File: config.mk
export PLATFORM = sky130hd
export DESIGN_NAME = vram_scan_arbiter_flat
export DESIGN_NICKNAME = d
export VERILOG_FILES = /design/src/rtl/vram_scan_arbiter_if.sv /design/src/rtl/vram_scan_arbiter.sv /design/src/flat_wrapper.sv
export SDC_FILE = /design/constraint.sdc
export NUM_CORES = 1
export LEC_CHECK = 0
export ABC_AREA = 1
export BUFFER_PORTS_ARGS = -buffer_cell sky130_fd_sc_hd__buf_2
export CAP_MARGIN = 20
export CORE_MARGIN = 2
export CORE_UTILIZATION = 40
export DETAILED_ROUTE_END_ITERATION = 6
export HOLD_SLACK_MARGIN = 0.02
export MAX_ROUTING_LAYER = met4
export PLACE_DENSITY_LB_ADDON = 0.1
export SLEW_MARGIN = 20
export SYNTH_ARGS = -nofsm -noshare
export SYNTH_HDL_FRONTEND = slang
export SYNTH_SLANG_ARGS = --single-unit
File: constraint.sdc
create_clock -name clk -period 6.7 [get_ports clk]
set_input_delay 0.67 -clock clk [delete_from_list [all_inputs] [get_ports clk]]
set_output_delay 0.67 -clock clk [all_outputs]
set_load 0.02 [all_outputs]
File: src/rtl/vram_scan_arbiter_if.sv
// Bus bundle between the video-memory arbiter and its CPU, RAM and display neighbours.
// The master modport is the environment side and the slave modport is the arbiter side.
interface vram_scan_arbiter_if #(
   parameter int unsigned ADDR_W = 17
);
   logic              cpu_req;
   logic              cpu_we;
   logic [ADDR_W-1:0] cpu_addr;
   logic [7:0]        cpu_wdata;
   logic              cpu_ack;
   logic [7:0]        cpu_rdata;
   logic [ADDR_W-1:0] mem_addr;
   logic              mem_we;
   logic [7:0]        mem_wdata;
   logic [7:0]        mem_rdata;
   logic              pix_ready;
   logic              pix_valid;
   logic [7:0]        pix_data;
   logic              frame_start;
   logic              underflow;

   modport master (
      output cpu_req, cpu_we, cpu_addr, cpu_wdata, mem_rdata, pix_ready, frame_start,
      input  cpu_ack, cpu_rdata, mem_addr, mem_we, mem_wdata, pix_valid, pix_data, underflow
   );

   modport slave (
      input  cpu_req, cpu_we, cpu_addr, cpu_wdata, mem_rdata, pix_ready, frame_start,
      output cpu_ack, cpu_rdata, mem_addr, mem_we, mem_wdata, pix_valid, pix_data, underflow
   );
endinterface

File: src/rtl/vram_scan_arbiter.sv
// Shares one synchronous video-RAM port between CPU accesses and a raster-order
// scan-out prefetcher that feeds a small show-ahead pixel FIFO.
module vram_scan_arbiter #(
   parameter int unsigned H_RES      = 320,
   parameter int unsigned V_RES      = 240,
   parameter int unsigned ADDR_W     = 17,
   parameter int unsigned FIFO_DEPTH = 4
) (
   input logic                clk,
   input logic                reset,
   vram_scan_arbiter_if.slave bus
);

   localparam int unsigned PTR_W = $clog2(FIFO_DEPTH);
   localparam int unsigned CNT_W = PTR_W + 1;
   localparam int unsigned LVL_W = CNT_W + 1;
   localparam logic [ADDR_W-1:0] LAST_ADDR = ADDR_W'(H_RES * V_RES - 1);

   localparam logic [1:0] GNT_IDLE  = 2'd0;
   localparam logic [1:0] GNT_FETCH = 2'd1;
   localparam logic [1:0] GNT_CPU   = 2'd2;

   logic [ADDR_W-1:0] scan_ptr_q, scan_ptr_d;
   logic [CNT_W-1:0]  count_q, count_d;
   logic [PTR_W-1:0]  wr_ptr_q, wr_ptr_d;
   logic [PTR_W-1:0]  rd_ptr_q, rd_ptr_d;
   logic              inflight_q, inflight_d;
   logic              cpu_busy_q, cpu_busy_d;
   logic              cpu_rd_q, cpu_rd_d;
   logic [7:0]        cpu_rdata_q, cpu_rdata_d;
   logic              underflow_q, underflow_d;
   logic [7:0]        fifo_q [FIFO_DEPTH];

   logic [LVL_W-1:0]  level;
   logic              room_ok;
   logic              urgent;
   logic [1:0]        gnt;
   logic              pix_valid;
   logic              push;
   logic              pop;

   // Occupied plus in-flight entries form the fetch credit.
   assign level   = {1'b0, count_q} + LVL_W'(inflight_q);
   assign room_ok = level < LVL_W'(FIFO_DEPTH);
   assign urgent  = level <= LVL_W'(1);

   always_comb begin
      gnt = GNT_IDLE;
      if (!bus.frame_start && room_ok && urgent) begin
         gnt = GNT_FETCH;
      end else if (bus.cpu_req && !cpu_busy_q) begin
         gnt = GNT_CPU;
      end else if (!bus.frame_start && room_ok) begin
         gnt = GNT_FETCH;
      end
   end

   always_comb begin
      bus.mem_addr  = '0;
      bus.mem_we    = 1'b0;
      bus.mem_wdata = '0;
      unique case (gnt)
         GNT_FETCH: bus.mem_addr = scan_ptr_q;
         GNT_CPU: begin
            bus.mem_addr  = bus.cpu_addr;
            bus.mem_we    = bus.cpu_we;
            bus.mem_wdata = bus.cpu_wdata;
         end
         default: ;
      endcase
   end

   assign pix_valid = count_q != '0;
   // A fetch returning in the frame_start cycle belongs to the old frame.
   assign push      = inflight_q && !bus.frame_start;
   assign pop       = bus.pix_ready && pix_valid;

   always_comb begin
      scan_ptr_d = scan_ptr_q;
      count_d    = count_q;
      wr_ptr_d   = wr_ptr_q;
      rd_ptr_d   = rd_ptr_q;
      if (bus.frame_start) begin
         scan_ptr_d = '0;
         count_d    = '0;
         wr_ptr_d   = '0;
         rd_ptr_d   = '0;
      end else begin
         if (gnt == GNT_FETCH) begin
            scan_ptr_d = (scan_ptr_q == LAST_ADDR) ? '0 : scan_ptr_q + 1'b1;
         end
         if (push) begin
            wr_ptr_d = wr_ptr_q + 1'b1;
         end
         if (pop) begin
            rd_ptr_d = rd_ptr_q + 1'b1;
         end
         case ({push, pop})
            2'b10:   count_d = count_q + 1'b1;
            2'b01:   count_d = count_q - 1'b1;
            default: ;
         endcase
      end
   end

   // cpu_busy doubles as the ack strobe: set by the grant, cleared after the ack cycle.
   always_comb begin
      inflight_d  = gnt == GNT_FETCH;
      cpu_busy_d  = gnt == GNT_CPU;
      cpu_rd_d    = (gnt == GNT_CPU) && !bus.cpu_we;
      cpu_rdata_d = (cpu_busy_q && cpu_rd_q) ? bus.mem_rdata : cpu_rdata_q;
      underflow_d = underflow_q || (bus.pix_ready && !pix_valid);
   end

   always_ff @(posedge clk or posedge reset) begin
      if (reset) begin
         scan_ptr_q  <= '0;
         count_q     <= '0;
         wr_ptr_q    <= '0;
         rd_ptr_q    <= '0;
         inflight_q  <= 1'b0;
         cpu_busy_q  <= 1'b0;
         cpu_rd_q    <= 1'b0;
         cpu_rdata_q <= '0;
         underflow_q <= 1'b0;
      end else begin
         scan_ptr_q  <= scan_ptr_d;
         count_q     <= count_d;
         wr_ptr_q    <= wr_ptr_d;
         rd_ptr_q    <= rd_ptr_d;
         inflight_q  <= inflight_d;
         cpu_busy_q  <= cpu_busy_d;
         cpu_rd_q    <= cpu_rd_d;
         cpu_rdata_q <= cpu_rdata_d;
         underflow_q <= underflow_d;
      end
   end

   always_ff @(posedge clk) begin
      if (push) begin
         fifo_q[wr_ptr_q] <= bus.mem_rdata;
      end
   end

   assign bus.cpu_ack   = cpu_busy_q;
   assign bus.cpu_rdata = cpu_rdata_d;
   assign bus.pix_valid = pix_valid;
   assign bus.pix_data  = pix_valid ? fifo_q[rd_ptr_q] : 8'h00;
   assign bus.underflow = underflow_q;

endmodule
File: src/flat_wrapper.sv
// flat-port wrapper written by rule: the top's interface ports become plain ports
module vram_scan_arbiter_flat 
#(
   parameter int unsigned H_RES      = 320,
   parameter int unsigned V_RES      = 240,
   parameter int unsigned ADDR_W     = 17,
   parameter int unsigned FIFO_DEPTH = 4
)
  (clk, reset, bus_cpu_req, bus_cpu_we, bus_cpu_addr, bus_cpu_wdata, bus_mem_rdata, bus_pix_ready, bus_frame_start, bus_cpu_ack, bus_cpu_rdata, bus_mem_addr, bus_mem_we, bus_mem_wdata, bus_pix_valid, bus_pix_data, bus_underflow);
  vram_scan_arbiter_if #(.ADDR_W(ADDR_W)) bus_i ();
  input logic clk;
  input logic reset;
  input wire logic [$bits(bus_i.cpu_req)-1:0] bus_cpu_req;
  input wire logic [$bits(bus_i.cpu_we)-1:0] bus_cpu_we;
  input wire logic [$bits(bus_i.cpu_addr)-1:0] bus_cpu_addr;
  input wire logic [$bits(bus_i.cpu_wdata)-1:0] bus_cpu_wdata;
  input wire logic [$bits(bus_i.mem_rdata)-1:0] bus_mem_rdata;
  input wire logic [$bits(bus_i.pix_ready)-1:0] bus_pix_ready;
  input wire logic [$bits(bus_i.frame_start)-1:0] bus_frame_start;
  output wire logic [$bits(bus_i.cpu_ack)-1:0] bus_cpu_ack;
  output wire logic [$bits(bus_i.cpu_rdata)-1:0] bus_cpu_rdata;
  output wire logic [$bits(bus_i.mem_addr)-1:0] bus_mem_addr;
  output wire logic [$bits(bus_i.mem_we)-1:0] bus_mem_we;
  output wire logic [$bits(bus_i.mem_wdata)-1:0] bus_mem_wdata;
  output wire logic [$bits(bus_i.pix_valid)-1:0] bus_pix_valid;
  output wire logic [$bits(bus_i.pix_data)-1:0] bus_pix_data;
  output wire logic [$bits(bus_i.underflow)-1:0] bus_underflow;
  assign bus_i.cpu_req = bus_cpu_req;
  assign bus_i.cpu_we = bus_cpu_we;
  assign bus_i.cpu_addr = bus_cpu_addr;
  assign bus_i.cpu_wdata = bus_cpu_wdata;
  assign bus_i.mem_rdata = bus_mem_rdata;
  assign bus_i.pix_ready = bus_pix_ready;
  assign bus_i.frame_start = bus_frame_start;
  assign bus_cpu_ack = bus_i.cpu_ack;
  assign bus_cpu_rdata = bus_i.cpu_rdata;
  assign bus_mem_addr = bus_i.mem_addr;
  assign bus_mem_we = bus_i.mem_we;
  assign bus_mem_wdata = bus_i.mem_wdata;
  assign bus_pix_valid = bus_i.pix_valid;
  assign bus_pix_data = bus_i.pix_data;
  assign bus_underflow = bus_i.underflow;
  vram_scan_arbiter #(.H_RES(H_RES), .V_RES(V_RES), .ADDR_W(ADDR_W), .FIFO_DEPTH(FIFO_DEPTH)) u_core (.clk(clk), .reset(reset), .bus(bus_i));
endmodule
==> run metrics <==
Place WS=between 3 and 4 ns; maximum number of pins on one net before global-route repair=37; RSZ-0062 raised after global routing=no; TNS Setup=0 ns; Startpoint Class=flip-flop; n_diodes=0; Clk Latency, worst-skew pair=~0.34 ns; Root Driver=clkbuf_8; TritonCTS clock tree=yes; Final HPWL DP=5.82 mm; postcts setup bufs=0; global route total overflow=0; final wirelength=8.09 mm; Unique masters post-synth=33; LEAKAGE=0.00192 µW; # IOs=84; first-pass GRT wire length=13.6 mm; worst setup path end=bus_mem_addr[1]; vias in the first global route=between 2k and 3k; crit path kind=reg -> out; Achievable Freq=~0.28 GHz; min cycle time layout=between 3 and 4 ns; max_slew headroom=41.8%; Max-Cap Viols=0; Yosys Warn Count=0; Final WS setup=3.10 ns; Slew @ Worst Pin=0.870 ns; CTS Sinks=68; drt wl/cell=13.6 µm; # resized after CTS=0; main combinational cell family by area after synthesis=simple AND/OR/NAND/NOR gates; DIE AREA=9900 µm²; Worst Skew=0.00732 ns; post-synthesis register bit count=68; share of layout cells above drive strength 1=between 20% and 30%; status=finished, final reports clean; CP startpoint=u_core.inflight_q; Worst R2R Setup Slack=3.85 ns; drt first pass iters=7; Initial Util=approximately two fifths; cts bufs inserted=9; fin nets=530; Finish-stage setup viols=0; maximum VDD drop=0.108 mV; Post-route DRC=0; count of hold-fix buffers inserted at cts=0; XOR/XNOR share of the synthesized area=3.60%; Tot GR Track Use=~18%; power density over cell area=just over 300 nW/µm²; drt initial violations=74; Vias=2,868; I/O Buffers=83; Critical Path AT=2.93 ns; H-tree depth=3; Critical Path End Type=output port; Reg2Reg Depth=12; mux share of post-synthesis cell area=approximately 2.5%; critical path required time=6.03 ns; Final Max Slew Viols=0; Hold WC Path Type=in -> async; Cell Area, Synth=3650 µm²; Final GP Congestion=0.896; sequential share of the synthesized area=51.0%; CP Max Fanout=22; compound-gate portion of the synthesized area=11.5%; clock-pin slew on the worst setup and hold paths=0.07 ns; CTS max path bufs=2; Area growth syn-to-layout=18.4%; die width=99.5 µm; Syn Nets=450; Synth Instances=400; worst r2r src=u_core.inflight_q; reg2reg end=u_core.scan_ptr_q[5]; final hold vios=0; die height=between 90 and 100 µm; Final period util=53.8%; Synth Area in Adders=3.98%; routed vias/inst=~4.8; core area=8760 µm²; Simple-Gate Fraction of Synth Area=20.3%; number of core rows=34; initial antenna violation count=0; post-route ant nets=0; Synth Area per Inst=9.12 µm²
## critical path, stage by stage (launching register included)
cell	delay (ns)
dfrtp_1	0.41
ha_1	0.24
ha_1	0.19
xnor2_1	0.13
nand3_1	0.10
a21oi_2	0.15
inv_1	0.09
nand2_1	0.08
ha_1	0.68
nand2_1	0.16
a21oi_1	0.17
buf_2	0.18
## metal layers
| layer | routed length (µm) | vias to the layer above | track usage [%] | share of wire [%] |
|---|---|---|---|---|
| met5 | 0 | - | - | 0 |
| met2 | 3940 | 93 | 29.7 | 49 |
| met4 | 0 | 0 | 3.16 | 0 |
| met1 | 3740 | 1323 | 22.7 | 46 |
| met3 | 410 | 0 | 4.15 | 5.1 |
| li1 | - | 1452 | - | - |
## cells in the mapped netlist (all sizes together)
master	instances	area, µm²
nand2	89	344
nor2	60	253
inv	43	161
dfrtp	36	901
o21ai	33	195
edfxtp	32	961
a21oi	29	149
nand3	16	120
xor2	13	114
buf	10	67.6
ha	10	125
mux2	8	90.1
clkbuf	6	22.5
o22ai	4	50.1
nand4	3	25.0
clkinv	2	7.51
xnor2	2	17.5
a21o	1	7.51
a22o	1	8.76
fa	1	20.0
o21bai	1	7.51
## registers in the layout, summed over array words and instances (netlist names)
name	flops
u_core.cpu_rd_q	1
u_core.bus.underflow	1
u_core.fifo_q	32
u_core.inflight_q	1
u_core.count_q	3
u_core.wr_ptr_q	2
u_core.rd_ptr_q	2
u_core.scan_ptr_q	17
u_core.bus.cpu_ack	1
u_core.cpu_rdata_q	8
## report_power, final
part	internal [µW]	total [µW]	switching, µW
Sequential	490	529	39.3
Combinational	146	449	303
Clock	173	333	160
Total	810	1310	502
## worst min-delay path by stage
| stage | cells past startpoint | slack (ns) | to | startpoint |
|---|---|---|---|---|
| finish | 3 | 0.44 | u_core.bus.cpu_ack | reset |
| detailed placement | 1 | 0.44 | u_core.bus.underflow | u_core.bus.underflow |
| global placement | 1 | 0.44 | u_core.bus.underflow | u_core.bus.underflow |
| floorplan | 2 | 0.51 | u_core.scan_ptr_q[16] | u_core.scan_ptr_q[16] |
| global route | 2 | 0.47 | u_core.cpu_rd_q | bus_cpu_we |
| CTS | 3 | 0.45 | u_core.scan_ptr_q[8] | reset |
## metrics by stage
stage | power, µW | std cells | hold WS, ns | area, µm² | utilization, %
finish | 1310 | 593 | 0.441 | 4320 | 49.3
detailed placement | 994 | 577 | 0.443 | 4120 | 47.0
CTS | 1330 | 593 | 0.451 | 4320 | 49.3
global route | 1390 | 593 | 0.473 | 4320 | 49.3
floorplan | 855 | 400 | 0.507 | 3650 | -
global placement | 986 | 577 | 0.436 | 4120 | 47.0
## cells by family after synthesis
kind of cell / Yosys count
XOR/XNOR: 15
adder cells (fa/ha/maj): 11
AND/OR/NAND/NOR: 168
flip-flops: 68
buffers and inverters: 61
multiplexers: 8
AO/OA/AOI/OAI: 69
## cells in the final DEF (no fill, tap or decap), drive strengths merged
| cell type | count |
|---|---|
| nand2 | 89 |
| buf | 85 |
| nor2 | 60 |
| inv | 43 |
| dfrtp | 36 |
| o21ai | 33 |
| edfxtp | 32 |
| a21oi | 29 |
| nand3 | 16 |
| xor2 | 13 |
| clkbuf | 11 |
| ha | 10 |
| mux2 | 8 |
| o22ai | 4 |
| clkinv | 4 |
| nand4 | 3 |
| xnor2 | 2 |
| clkinvlp | 2 |
| o21bai | 1 |
| a22o | 1 |
| a21o | 1 |
| fa | 1 |
| bufinv | 1 |
## cell type report
class                   instances  area (µm²)
well taps                     108         135
multi-input cells             271        1530
flip-flops and latches         68        1860
repair buffers                 85         430
inverters                      45         169
fillers                       850        4450
clock inverters                 5        62.6
clock buffers                  11         131
Note: power is estimated with default switching activity, not from simulation.
